File: src/rtl/step_button_pkg.sv
// rtl/step_button_pkg.sv - shared FSM state type, parameter defaults and counter sizing helper
package step_button_pkg;

   localparam int DEBOUNCE_CYCLES_DEF = 16;
   localparam int HOLD_CYCLES_DEF     = 32;
   localparam int REPEAT_CYCLES_DEF   = 8;

   typedef enum logic [1:0] {
      ST_IDLE    = 2'd0,
      ST_HELD    = 2'd1,
      ST_REPEAT  = 2'd2,
      ST_LOCKOUT = 2'd3
   } state_t;

   // A parameter of 1 still needs a one-bit counter
   function automatic int cnt_width(input int n);
      return (n > 1) ? $clog2(n) : 1;
   endfunction

endpackage

File: src/rtl/debounce_sync.sv
// rtl/debounce_sync.sv - two-flop synchroniser followed by a run-length debouncer
module debounce_sync
   import step_button_pkg::*;
#(
   parameter int DEBOUNCE_CYCLES = DEBOUNCE_CYCLES_DEF
) (
   input  logic clk,
   input  logic rst,
   input  logic raw,
   output logic level
);

   localparam int             W    = cnt_width(DEBOUNCE_CYCLES);
   localparam logic [W-1:0]   TERM = W'(DEBOUNCE_CYCLES - 1);

   logic         s1;
   logic         s2;
   logic [W-1:0] run;

   always_ff @(posedge clk or posedge rst) begin
      if (rst) begin
         s1 <= 1'b0;
         s2 <= 1'b0;
      end else begin
         s1 <= raw;
         s2 <= s1;
      end
   end

   // run counts consecutive disagreeing samples; it tops out exactly at the accept point
   always_ff @(posedge clk or posedge rst) begin
      if (rst) begin
         run   <= '0;
         level <= 1'b0;
      end else if (s2 == level) begin
         run <= '0;
      end else if (run == TERM) begin
         level <= s2;
         run   <= '0;
      end else begin
         run <= run + W'(1);
      end
   end

endmodule

File: src/rtl/step_button_conditioner.sv
// rtl/step_button_conditioner.sv - turns two raw up/down buttons into step/ud pulses with auto-repeat
module step_button_conditioner
   import step_button_pkg::*;
#(
   parameter int DEBOUNCE_CYCLES = DEBOUNCE_CYCLES_DEF,
   parameter int HOLD_CYCLES     = HOLD_CYCLES_DEF,
   parameter int REPEAT_CYCLES   = REPEAT_CYCLES_DEF
) (
   input  logic clk,
   input  logic rst,
   input  logic btn_up,
   input  logic btn_dn,
   output logic step,
   output logic ud
);

   localparam int              HW    = cnt_width(HOLD_CYCLES);
   localparam int              RW    = cnt_width(REPEAT_CYCLES);
   localparam logic [HW-1:0]   HTERM = HW'(HOLD_CYCLES - 1);
   localparam logic [RW-1:0]   RTERM = RW'(REPEAT_CYCLES - 1);

   logic          up_lvl;
   logic          dn_lvl;
   logic          up_prev;
   logic          dn_prev;
   logic          up_rise;
   logic          dn_rise;
   logic          act_lvl;
   logic          oth_lvl;
   state_t        state;
   state_t        state_nx;
   logic          step_nx;
   logic          ud_nx;
   logic          cnt_clr;
   logic [HW-1:0] hold_cnt;
   logic [RW-1:0] rep_cnt;

   debounce_sync #(.DEBOUNCE_CYCLES(DEBOUNCE_CYCLES)) u_db_up (
      .clk   (clk),
      .rst   (rst),
      .raw   (btn_up),
      .level (up_lvl)
   );

   debounce_sync #(.DEBOUNCE_CYCLES(DEBOUNCE_CYCLES)) u_db_dn (
      .clk   (clk),
      .rst   (rst),
      .raw   (btn_dn),
      .level (dn_lvl)
   );

   assign up_rise = up_lvl & ~up_prev;
   assign dn_rise = dn_lvl & ~dn_prev;
   // ud remembers which button owns the current press
   assign act_lvl = ud ? dn_lvl : up_lvl;
   assign oth_lvl = ud ? up_lvl : dn_lvl;

   always_comb begin
      state_nx = state;
      step_nx  = 1'b0;
      ud_nx    = ud;
      cnt_clr  = 1'b0;
      case (state)
         ST_IDLE: begin
            if (up_lvl && dn_lvl) begin
               state_nx = ST_LOCKOUT;
            end else if (up_rise) begin
               step_nx  = 1'b1;
               ud_nx    = 1'b0;
               state_nx = ST_HELD;
               cnt_clr  = 1'b1;
            end else if (dn_rise) begin
               step_nx  = 1'b1;
               ud_nx    = 1'b1;
               state_nx = ST_HELD;
               cnt_clr  = 1'b1;
            end
         end
         ST_HELD: begin
            if (oth_lvl) begin
               state_nx = ST_LOCKOUT;
            end else if (!act_lvl) begin
               state_nx = ST_IDLE;
            end else if (hold_cnt == HTERM && !step) begin
               step_nx  = 1'b1;
               state_nx = ST_REPEAT;
               cnt_clr  = 1'b1;
            end
         end
         ST_REPEAT: begin
            if (oth_lvl) begin
               state_nx = ST_LOCKOUT;
            end else if (!act_lvl) begin
               state_nx = ST_IDLE;
            end else if (rep_cnt == RTERM && !step) begin
               step_nx = 1'b1;
               cnt_clr = 1'b1;
            end
         end
         ST_LOCKOUT: begin
            if (!up_lvl && !dn_lvl) state_nx = ST_IDLE;
         end
         default: state_nx = ST_IDLE;
      endcase
   end

   always_ff @(posedge clk or posedge rst) begin
      if (rst) begin
         state    <= ST_IDLE;
         step     <= 1'b0;
         ud       <= 1'b0;
         up_prev  <= 1'b0;
         dn_prev  <= 1'b0;
         hold_cnt <= '0;
         rep_cnt  <= '0;
      end else begin
         state   <= state_nx;
         step    <= step_nx;
         ud      <= ud_nx;
         up_prev <= up_lvl;
         dn_prev <= dn_lvl;
         // each interval counter only runs in its own state and sticks at its terminal count
         if (cnt_clr || state != ST_HELD)
            hold_cnt <= '0;
         else if (hold_cnt != HTERM)
            hold_cnt <= hold_cnt + HW'(1);
         if (cnt_clr || state != ST_REPEAT)
            rep_cnt <= '0;
         else if (rep_cnt != RTERM)
            rep_cnt <= rep_cnt + RW'(1);
      end
   end

endmodule
File: config.mk
export PLATFORM = sky130hd
export DESIGN_NAME = step_button_conditioner
export DESIGN_NICKNAME = d
export VERILOG_FILES = /design/src/rtl/step_button_pkg.sv /design/src/rtl/debounce_sync.sv /design/src/rtl/step_button_conditioner.sv
export SDC_FILE = /design/constraint.sdc
export NUM_CORES = 1
export LEC_CHECK = 0
export ABC_AREA = 0
export BUFFER_PORTS_ARGS = -buffer_cell sky130_fd_sc_hd__buf_2
export CAP_MARGIN = 10
export CORE_MARGIN = 2
export CORE_UTILIZATION = 35
export CTS_CLUSTER_SIZE = 28
export DETAILED_ROUTE_END_ITERATION = 10
export PLACE_DENSITY = 0.51
export REMOVE_ABC_BUFFERS = 1
export SLEW_MARGIN = 20
export SYNTH_ARGS = -nofsm -noshare
export SYNTH_HDL_FRONTEND = slang
export SYNTH_SLANG_ARGS = --single-unit
File: constraint.sdc
create_clock -name clk -period 2.45 [get_ports clk]
set_input_delay 0.1225 -clock clk [delete_from_list [all_inputs] [get_ports clk]]
set_output_delay 0.1225 -clock clk [all_outputs]
set_load 0.02 [all_outputs]
======== Word level (Yosys, flattened, before mapping) ========
Index checks and enable logic that the tools add are counted.
word-level totals
  bits in registers ....................... 28
  bits in latches ......................... 0
  bits in writable memories ............... 0
  memory bits (read-only) ................. 0
  bits of input ports ..................... 4
  output and inout bits ................... 2
  word-level logic and storage cells ...... 92
  memories kept ........................... 0
cells by class
  add/sub/neg operators ................... 4
  multipliers ............................. 0
  divide/modulo/power cells ............... 0
  magnitude comparators ................... 0
  equal/unequal tests ..................... 17
  shift-type cells ........................ 0
  multiplexer cells ....................... 32
  bitwise operators ....................... 7
  reductions and logical operators ........ 17
operators by type and width
  operator                                                        number
  2-bit 2-to-1 mux                                                9
  4-bit 2-to-1 mux                                                4
  1-bit 2-to-1 mux                                                13
  5-bit 2-to-1 mux                                                2
  4-bit by 1-bit adder with 4-bit output (second input constant)  2
  4-bit == test (second input constant)                           2
  4-bit != test (second input constant)                           2
  2-bit one-hot mux with 4 select lines                           1
  3-bit 2-to-1 mux                                                2
  3-bit != test (second input constant)                           2
  2-bit nonzero test                                              3
  5-bit by 1-bit adder with 5-bit output (second input constant)  1
  5-bit == test (second input constant)                           1
  5-bit != test (second input constant)                           1
  1-bit NOT                                                       5
  2-bit == test (second input constant)                           2
  1-bit logical AND                                               4
  2-bit != test (second input constant)                           2
  2-bit AND reduction                                             2
  4-bit AND reduction                                             1
  3-bit by 1-bit adder with 3-bit output (second input constant)  1
  3-bit == test (second input constant)                           1
  1-bit logical NOT                                               3
  1-bit one-hot mux with 3 select lines                           1
  other kinds (7)                                                 10

======== Depth between registers and ports, before layout ========
Gate-level depths: netlist of run 1.
  depth after elaboration ................. 8
  gate-level depth with buffers ........... 7
  depth with buffers taken out ............ 6

======== By module ========
A second synthesis of run 1 with hierarchy kept.
second synthesis, totals
  cells, all modules ...................... 117
  area, all modules ....................... 1337.5 um2
modules (own cells, without submodules)
  module                   times used  cells each  area each (um2)  sequential area each (um2)
  step_button_conditioner  1           79          789.5            350.3
  debounce_sync            2           19          274.0            175.2

======== Worst setup path before layout of run 1 ========
Ideal clock, no wire load.
  kind .................................... register to register
  start ................................... register hold_cnt[0]
  end ..................................... register hold_cnt[3]
  setup time .............................. 88 ps
  arrival time ............................ 1625 ps
  required time ........................... 2362 ps
  setup slack ............................. 737 ps
  cell stages (with the launch flop) ...... 8
  buffers on the path ..................... 1
  period minus slack after synthesis ...... 1713 ps
  path through ............................ dfrtp_1 > ha_1 > and3_1 > ha_1 > clkbuf_1 > nand4b_1 > xor2_1 > nor3b_1
on the way
  word-level cells in the longest chain between the ends .. 8
  elaborated cells between the ends (all ways) .. 12
  classes of those cells .................. add/sub: 1; eq/ne: 2; mux: 6; reduce/logical: 3
ends and longest elaborated chain
  element                                                        RTL line                        text
  from (decl)                                                    step_button_conditioner.sv:35   logic [HW-1:0] hold_cnt;
  from (signal assigned)                                         step_button_conditioner.sv:126  hold_cnt <= hold_cnt + HW'(1);
  5-bit == test                                                  step_button_conditioner.sv:84   end else if (hold_cnt == HTERM && !step) begin
  1-bit logical AND                                              step_button_conditioner.sv:84
  1-bit 2-to-1 mux                                               step_button_conditioner.sv:84
  1-bit 2-to-1 mux                                               step_button_conditioner.sv:82   end else if (!act_lvl) begin
  1-bit 2-to-1 mux                                               step_button_conditioner.sv:80   if (oth_lvl) begin
  1-bit one-hot mux with 3 select lines                          step_button_conditioner.sv:63   case (state)
  1-bit logical OR                                               step_button_conditioner.sv:123  if (cnt_clr || state != ST_HELD)
  5-bit 2-to-1 mux / 2-bit nonzero test (equally long branches)  --
Several ways; a longest one is shown, not always the timed one. The select of a mux whose other input is x is not followed.
A chain may end at the register's enable or synchronous reset.

======== Worst setup path after layout of run 1 ========
Same ends and word-level chain as after synthesis.

==> results of run 1 <==
-- state kept, by name, indices dropped and copies added (netlist names) --
register and flops:
u_db_up.level 1, rep_cnt 3, up_prev 1, u_db_dn.s2 1, step 1, u_db_dn.level 1
u_db_up.s2 1, state 2, hold_cnt 5, u_db_up.s1 1, dn_prev 1, ud 1
u_db_up.run 4, u_db_dn.run 4, u_db_dn.s1 1
-- synthesized netlist by cell type (all sizes together) (2+ instances only) --
cell	instances
or2	2
nor2	6
ha	6
nand2	7
inv	3
nand2b	8
o21ai	4
or3	5
mux2i	2
xnor2	5
nor2b	4
a21oi	12
mux2	2
nor3b	3
dfrtp	28
buf	3
nand3	2
o221ai	2
nand4b	3
-- repair_timing --
item                                   4_1_cts  5_1_grt
setup endpoints to repair                    0        0
buffers inserted                             0        0
hold buffers                                 3        0
endpoints found under the hold margin       30        0
-- area by class of cell --
type / count / area [µm²]
Clock buffer: 3 / 41.3
Clock inverter: 1 / 30.0
Fill cell: 339 / 2150
Inverter: 3 / 11.3
Multi-Input combinational cell: 85 / 594
Sequential cell: 28 / 701
Tap cell: 48 / 60.1
Timing Repair Buffer: 10 / 70.1
-- worst max-delay path, stage by stage (launching register included) --
cell and delay [ns]:
dfrtp_1 0.42, ha_1 0.23, and3_1 0.19, ha_1 0.29, nand4b_1 0.23, xor2_1 0.16, nor3b_1 0.19
-- worst max-delay path by stage --
stage                             end  cells past startpoint
final                     hold_cnt[3]                      6
after CTS                 hold_cnt[3]                      6
after floorplan            rep_cnt[0]                      3
after global placement    hold_cnt[3]                      6
after global routing      hold_cnt[3]                      6
after detailed placement  hold_cnt[3]                      6
-- power groups by stage --
stage / Combinational, mW / Sequential [mW] / Clock (mW)
5_1_grt: 0.0507 / 0.490 / 0.390
3_5_place_dp: 0.0403 / 0.497 / 0
4_1_cts: 0.0441 / 0.488 / 0.368
2_1_floorplan: 0.0293 / 0.495 / 0
3_3_place_gp: 0.0397 / 0.496 / 0
6_report: 0.0428 / 0.488 / 0.355
-- per-layer routing --
layer,track usage,vias to the layer above,part of all wire
met3,0.0154,5,0.021
met1,0.141,434,0.49
met4,0.0625,0,0.023
li1,-,445,-
met2,0.174,8,0.47
met5,0,-,0
-- through the flow --
stage	power [mW]	setup slack, ns	util	hold WS, ns
3_3_place_gp	0.536	0.750	0.384	0.200
5_1_grt	0.931	0.515	0.412	0.372
4_1_cts	0.900	0.648	0.412	0.363
3_5_place_dp	0.537	0.668	0.384	0.200
6_report	0.886	0.670	0.412	0.361
2_1_floorplan	0.524	0.763	-	0.154
-- cell families (layout without fill, tap and decap cells) --
family          count (synthesis)  in the layout
buf+inv                         7             17
flops                          28             28
compound gates                 25             25
simple gates                   44             44
mux                             4              4
xor+xnor                        6              6
fa+ha+maj                       6              6
==> results.md, run 1 <==
- Pwr Density: 588 nW/µm²
- Gate power share: 0.048
- Slew margin rel.: 0.671
- CTS HTree Levels: 1
- ANT nets after route: 0
- Layout overhead on the synthesized area: 13.0%
- Number of global-route vias before repair: 844
- Simple-gate share of the synthesized area: 0.204
- Placed Cells: 171
- Complex-gate fraction of the synthesized area: 0.114
- Min-delay src: u_db_up.s1
- Max cap viols: 0
- Ys async rst share: 1.00
- Hold WC Path Type: reg -> reg
- Worst R2R End: hold_cnt[3]
- I/O Buffers: 5
- Switch share: 0.194
- Clock power share: 0.401
- ANT cells: 0
- Die width: 65.7 µm
- Mux contribution to synthesized area: 0.0319
- Destination of the worst hold path: u_db_up.s2
- Pin slew with the least headroom to its limit: 0.491 ns
- Number of buffers created by CTS: 3
- Adder-cell share of the synthesized area: 0.0563
- Worst Setup Path Type: reg -> reg
- Routed WL: 2.11 mm
- DR DRC count: 0
- CTS tree: yes
- Site row count: 22
- Ys flop type: dfrtp_1
- Layout Cells excl Fill: between 150 and 200
- Worst EP required: ~2.6 ns
- Setup TNS: 0 ns
- Final setup vio count: 0
- Clock-pin slew on the worst setup and hold paths: 0.09 ns
- CTS root buf: clkbuf_8
- Post-route cell area: 1510 µm²
- Clock Tree Buf Depth: 2
- Distinct cell type count after synthesis: 35
- Status: complete, no violations
- CP max FO: 11
- Post-synth top area share: 0.525
- Leakage: 0.660 nW
- Dpl hpwl: 1.46 mm
- DRT Pass-1 Iters: 4
- Avg Inst Size Synth: 11.1 µm²
- VDD IR-drop max: approximately 340 µV
- CTS sink cnt: 28
- Die height: 65.7 µm
- Startpoint types: flop
- Commonest non-fill, non-tap cells in the layout: dfrtp_1 (28), a21oi_1 (12), nand2b_1 (8)
- Mapped Cells: 120
- Core area: 3660 µm²
- Clk_skew: 0.00140 ns
- Die area: 4320 µm²
- Final-stage net count: 141
- Crit path launch: hold_cnt[0]
- Final hold violation count: 0
- Register-to-Register Path Depth: 6
- IO Pins: 6
- Via density: ~5
- Net Switching: ~0.17 mW
- Drt first-iter violations: 12
- Arr. time, crit path: 1.97 ns
- Fmax achieved: 562 MHz
- Post-Place Cell Area: 1410 µm²
- Sequential share of the synthesized area: 0.525
- FF+latch count, synth: 28
- Tcrit/Tclk final: 0.727
- Top cells by area, synth: dfrtp_1 (53%), ha_1 (5.6%), a21oi_1 (4.5%), nand2b_1 (3.8%), xnor2_1 (3.3%)
- Pin count of the biggest net entering global routing: 29
- GPL Wtd Cong: 0.721
- GRT overflow: 0
- # resized after CTS: 0
- Via count: 892
- Post-synth top area cell: dfrtp_1
- Slew Limit Fails: 0
- R2R setup slack: about 0.67 ns
- RSZ-0062 raised after global routing: no
- Worst skew pair latency: about 0.27 ns
- Commonest non-fill, non-tap cell in the layout: dfrtp_1
- First-pass GRT wire length: 3.67 mm
- XOR/XNOR Fraction of Synth Area: 0.0394
- Crit path time final: 1.78 ns
- Post-synth EDFFs: 0
- GRT Resource Usage Total: 0.109
- DR WL/cell: 11.9 µm
- Sequential power share: 0.551
- Synthesized area: 1330 µm²
- Starting Density: 0.364
- Antenna violations before repair: 0
- YS warnings: 0
- Worst R2R Start: hold_cnt[0]
- Main combinational cell family by area after synthesis: simple AND/OR/NAND/NOR gates
- Cell internal pwr: 0.714 mW
- Crit end category: flop
- Worst hold stages: 0
- Ratio of cells with drive above 1 in the final layout: 0.123
No activity file was read; power rests on OpenSTA's default activity.
==> run 2, diff against run 1 <==
--- a/config.mk
+++ b/config.mk
@@ -12,7 +12,7 @@
 export CORE_UTILIZATION = 35
 export CTS_CLUSTER_SIZE = 28
 export DETAILED_ROUTE_END_ITERATION = 10
-export PLACE_DENSITY = 0.51
+export PLACE_DENSITY = 0.53
 export REMOVE_ABC_BUFFERS = 1
 export SLEW_MARGIN = 20
 export SYNTH_ARGS = -nofsm -noshare
==> constraint.sdc (replaced) <==
create_clock -name clk -period 1.55 [get_ports clk]
set_input_delay 0.0775 -clock clk [delete_from_list [all_inputs] [get_ports clk]]
set_output_delay 0.0775 -clock clk [all_outputs]
set_load 0.02 [all_outputs]
==> results.md, run 2 (synthesized netlist as in run 1, its figures left out) <==
- CP Cell Sequence: ha_2 > and3_4 > ha_4 > buf_6 > nand2_2 > or3_4 > a21oi_2
- Clk_skew: 0.00349 ns (+0.00208 ns)
- Starting Density: 0.364 (unchanged)
- Hold WC Path Type: reg -> reg
- Delay-heaviest family, CP: simple AND/OR/NAND/NOR gates
- Slew Limit Fails: 0 (unchanged)
- DRT Pass-1 Iters: 4 (unchanged)
- Core area: 3660 µm² (unchanged)
- Number of flip-flops in the largest register: 5 (unchanged)
- Min-delay src: u_db_up.s1
- Worst EP required: 1.75 ns (-0.89 ns)
- VDD IR-drop max: 457 µV (+35%)
- CTS root buf: clkbuf_8
- CTS sink cnt: 28 (unchanged)
- Worst hold stages: 0 (unchanged)
- CP max FO: 5 (-6)
- Commonest non-fill, non-tap cells in the layout: dfrtp_1 (28), a21oi_1 (11), buf_4 (11)
- Setup TNS: -0.00630 ns (-0.00630 ns)
- Register-to-Register Path Depth: 7 (+1)
- Largest Register: hold_cnt
- Status: finished, violations left
- Destination of the worst hold path: u_db_up.s2
- Post-Place Cell Area: 1480 µm² (+5.3%)
- CP bufs+invs: 1 (+1)
- Number of buffers created by CTS: 3 (unchanged)
- CTS tree: yes
- Clock Tree Buf Depth: 2 (unchanged)
- Clock-pin slew on the worst setup and hold paths: 0.09 ns (about the same)
- Routed WL: 2.27 mm (+7.7%)
- IO Pins: 6 (unchanged)
- Crit-path slowest cell: dfrtp_1
- Leakage: 0.719 nW (+9.0%)
- Via density: 4.94 (-1.4%)
- Worst skew pair latency: 0.27 ns (about the same)
- Crit end category: flop
- Max cap viols: 0 (unchanged)
- Worst R2R Start: hold_cnt[1]
- Via count: 934 (+4.7%)
- Worst R2R End: hold_cnt[0]
- Final-stage net count: 152 (+7.8%)
- R2R setup slack: -0.006 ns (-0.68 ns)
- DR WL/cell: 12.0 µm (+1.5%)
- Slew margin rel.: 0.766 (+0.0945)
- GPL Wtd Cong: 0.716 (-0.68%)
- Tcrit/Tclk final: 1.00 (+0.277)
- Die area: 4320 µm² (unchanged)
- Failing checks: setup timing
- CP peak stage delay: 0.36 ns (-0.06 ns)
- Commonest non-fill, non-tap cell in the layout: dfrtp_1
- Final setup vio count: 1 (+1)
- Number of global-route vias before repair: 925 (+9.6%)
- Pwr Density: 860 nW/µm² (+46%)
- Post-layout util: 0.447 (+0.0352)
- Ratio of cells with drive above 1 in the final layout: 0.248 (+0.125)
- GRT overflow: 0 (unchanged)
- ANT nets after route: 0 (unchanged)
- Arr. time, crit path: 1.76 ns (-0.21 ns)
- Total power: 1.41 mW (+59%)
- Dpl hpwl: 1.64 mm (+12%)
- GRT Resource Usage Total: 0.122 (+0.0130)
- CTS HTree Levels: 1 (unchanged)
- ANT cells: 0 (unchanged)
- Pre-CTS setup slack: -0.148 ns (-0.816 ns)
- Site row count: 22 (unchanged)
- Post-route cell area: 1640 µm² (+8.5%)
- Fmax achieved: 643 MHz (+14%)
- I/O Buffers: 5 (unchanged)
- Setup ws final: -0.00630 ns (-0.676 ns)
- DR DRC count: 0 (unchanged)
- Antenna violations before repair: 0 (unchanged)
- Crit path time final: 1.56 ns (-0.224 ns)
- Pin slew with the least headroom to its limit: 0.351 ns (-0.140 ns)
- RSZ-0062 raised after global routing: yes
- Die width: 65.7 µm (unchanged)
- Die height: 65.7 µm (unchanged)
- Pin count of the biggest net entering global routing: 29 (unchanged)
- Layout overhead on the synthesized area: 22.7%
- Top Registers: hold_cnt: 5 flops, u_db_dn.run: 4 flops, u_db_up.run: 4 flops
- Startpoint types: flop
- Drt first-iter violations: 31 (+19)
- Worst Setup Path Type: reg -> reg
- Final hold violation count: 0 (unchanged)
- First-pass GRT wire length: 4.05 mm (+10%)
-- run 2: changes by cell type in the layout (fill, tap and decap cells not counted), moves of 2 or more --
cell	before	now
buf_4	2	11
buf_6	0	2
ha_1	6	4
nand2_1	7	5
nand2_2	0	2
-- run 2: layout make-up --
type	count	area, µm²
flip-flops and latches	28	701
clock inverters	1	30.0
well taps	48	60.1
multi-input cells	85	633
repair buffers	21	160
inverters	3	11.3
fillers	348	2020
clock buffers	3	41.3
-- run 2: where the power goes --
| part | total, mW | switching (mW) | internal [mW] |
|---|---|---|---|
| logic | 0.0741 | 0.0394 | 0.0347 |
| registers | 0.769 | 0.0183 | 0.751 |
| clock network | 0.564 | 0.219 | 0.346 |
-- run 2: routing by layer --
| metal | up-vias | track usage | share of wire |
|---|---|---|---|
| met5 | - | 0 | 0 |
| met4 | 0 | 0.0469 | 0.016 |
| met3 | 5 | 0.0257 | 0.030 |
| met2 | 13 | 0.196 | 0.46 |
| met1 | 450 | 0.162 | 0.49 |
| li1 | 466 | - | - |
-- run 2: through the flow --
stage          hold WS, ns  std cells
2_1_floorplan        0.109        116
3_3_place_gp         0.162        181
3_5_place_dp         0.167        181
4_1_cts              0.364        188
5_1_grt              0.377        189
6_report             0.358        189
-- run 2: what timing repair did --
action / in CTS / in global routing
hold buffers: 3 / 0
endpoints found under the hold margin: 30 / 0
resized for setup: 7 / 4
setup endpoints to repair: 7 / 6
pin swaps: 1 / 4
buffers inserted: 0 / 1
-- run 2: worst max path at each step --
stage	startpoint	endpoint	cells after the start
2_1_floorplan	u_db_dn.level	rep_cnt[0]	3
3_3_place_gp	hold_cnt[0]	hold_cnt[3]	6
3_5_place_dp	hold_cnt[0]	hold_cnt[3]	6
4_1_cts	hold_cnt[0]	hold_cnt[0]	7
5_1_grt	hold_cnt[0]	hold_cnt[4]	7
6_report	hold_cnt[1]	hold_cnt[0]	7
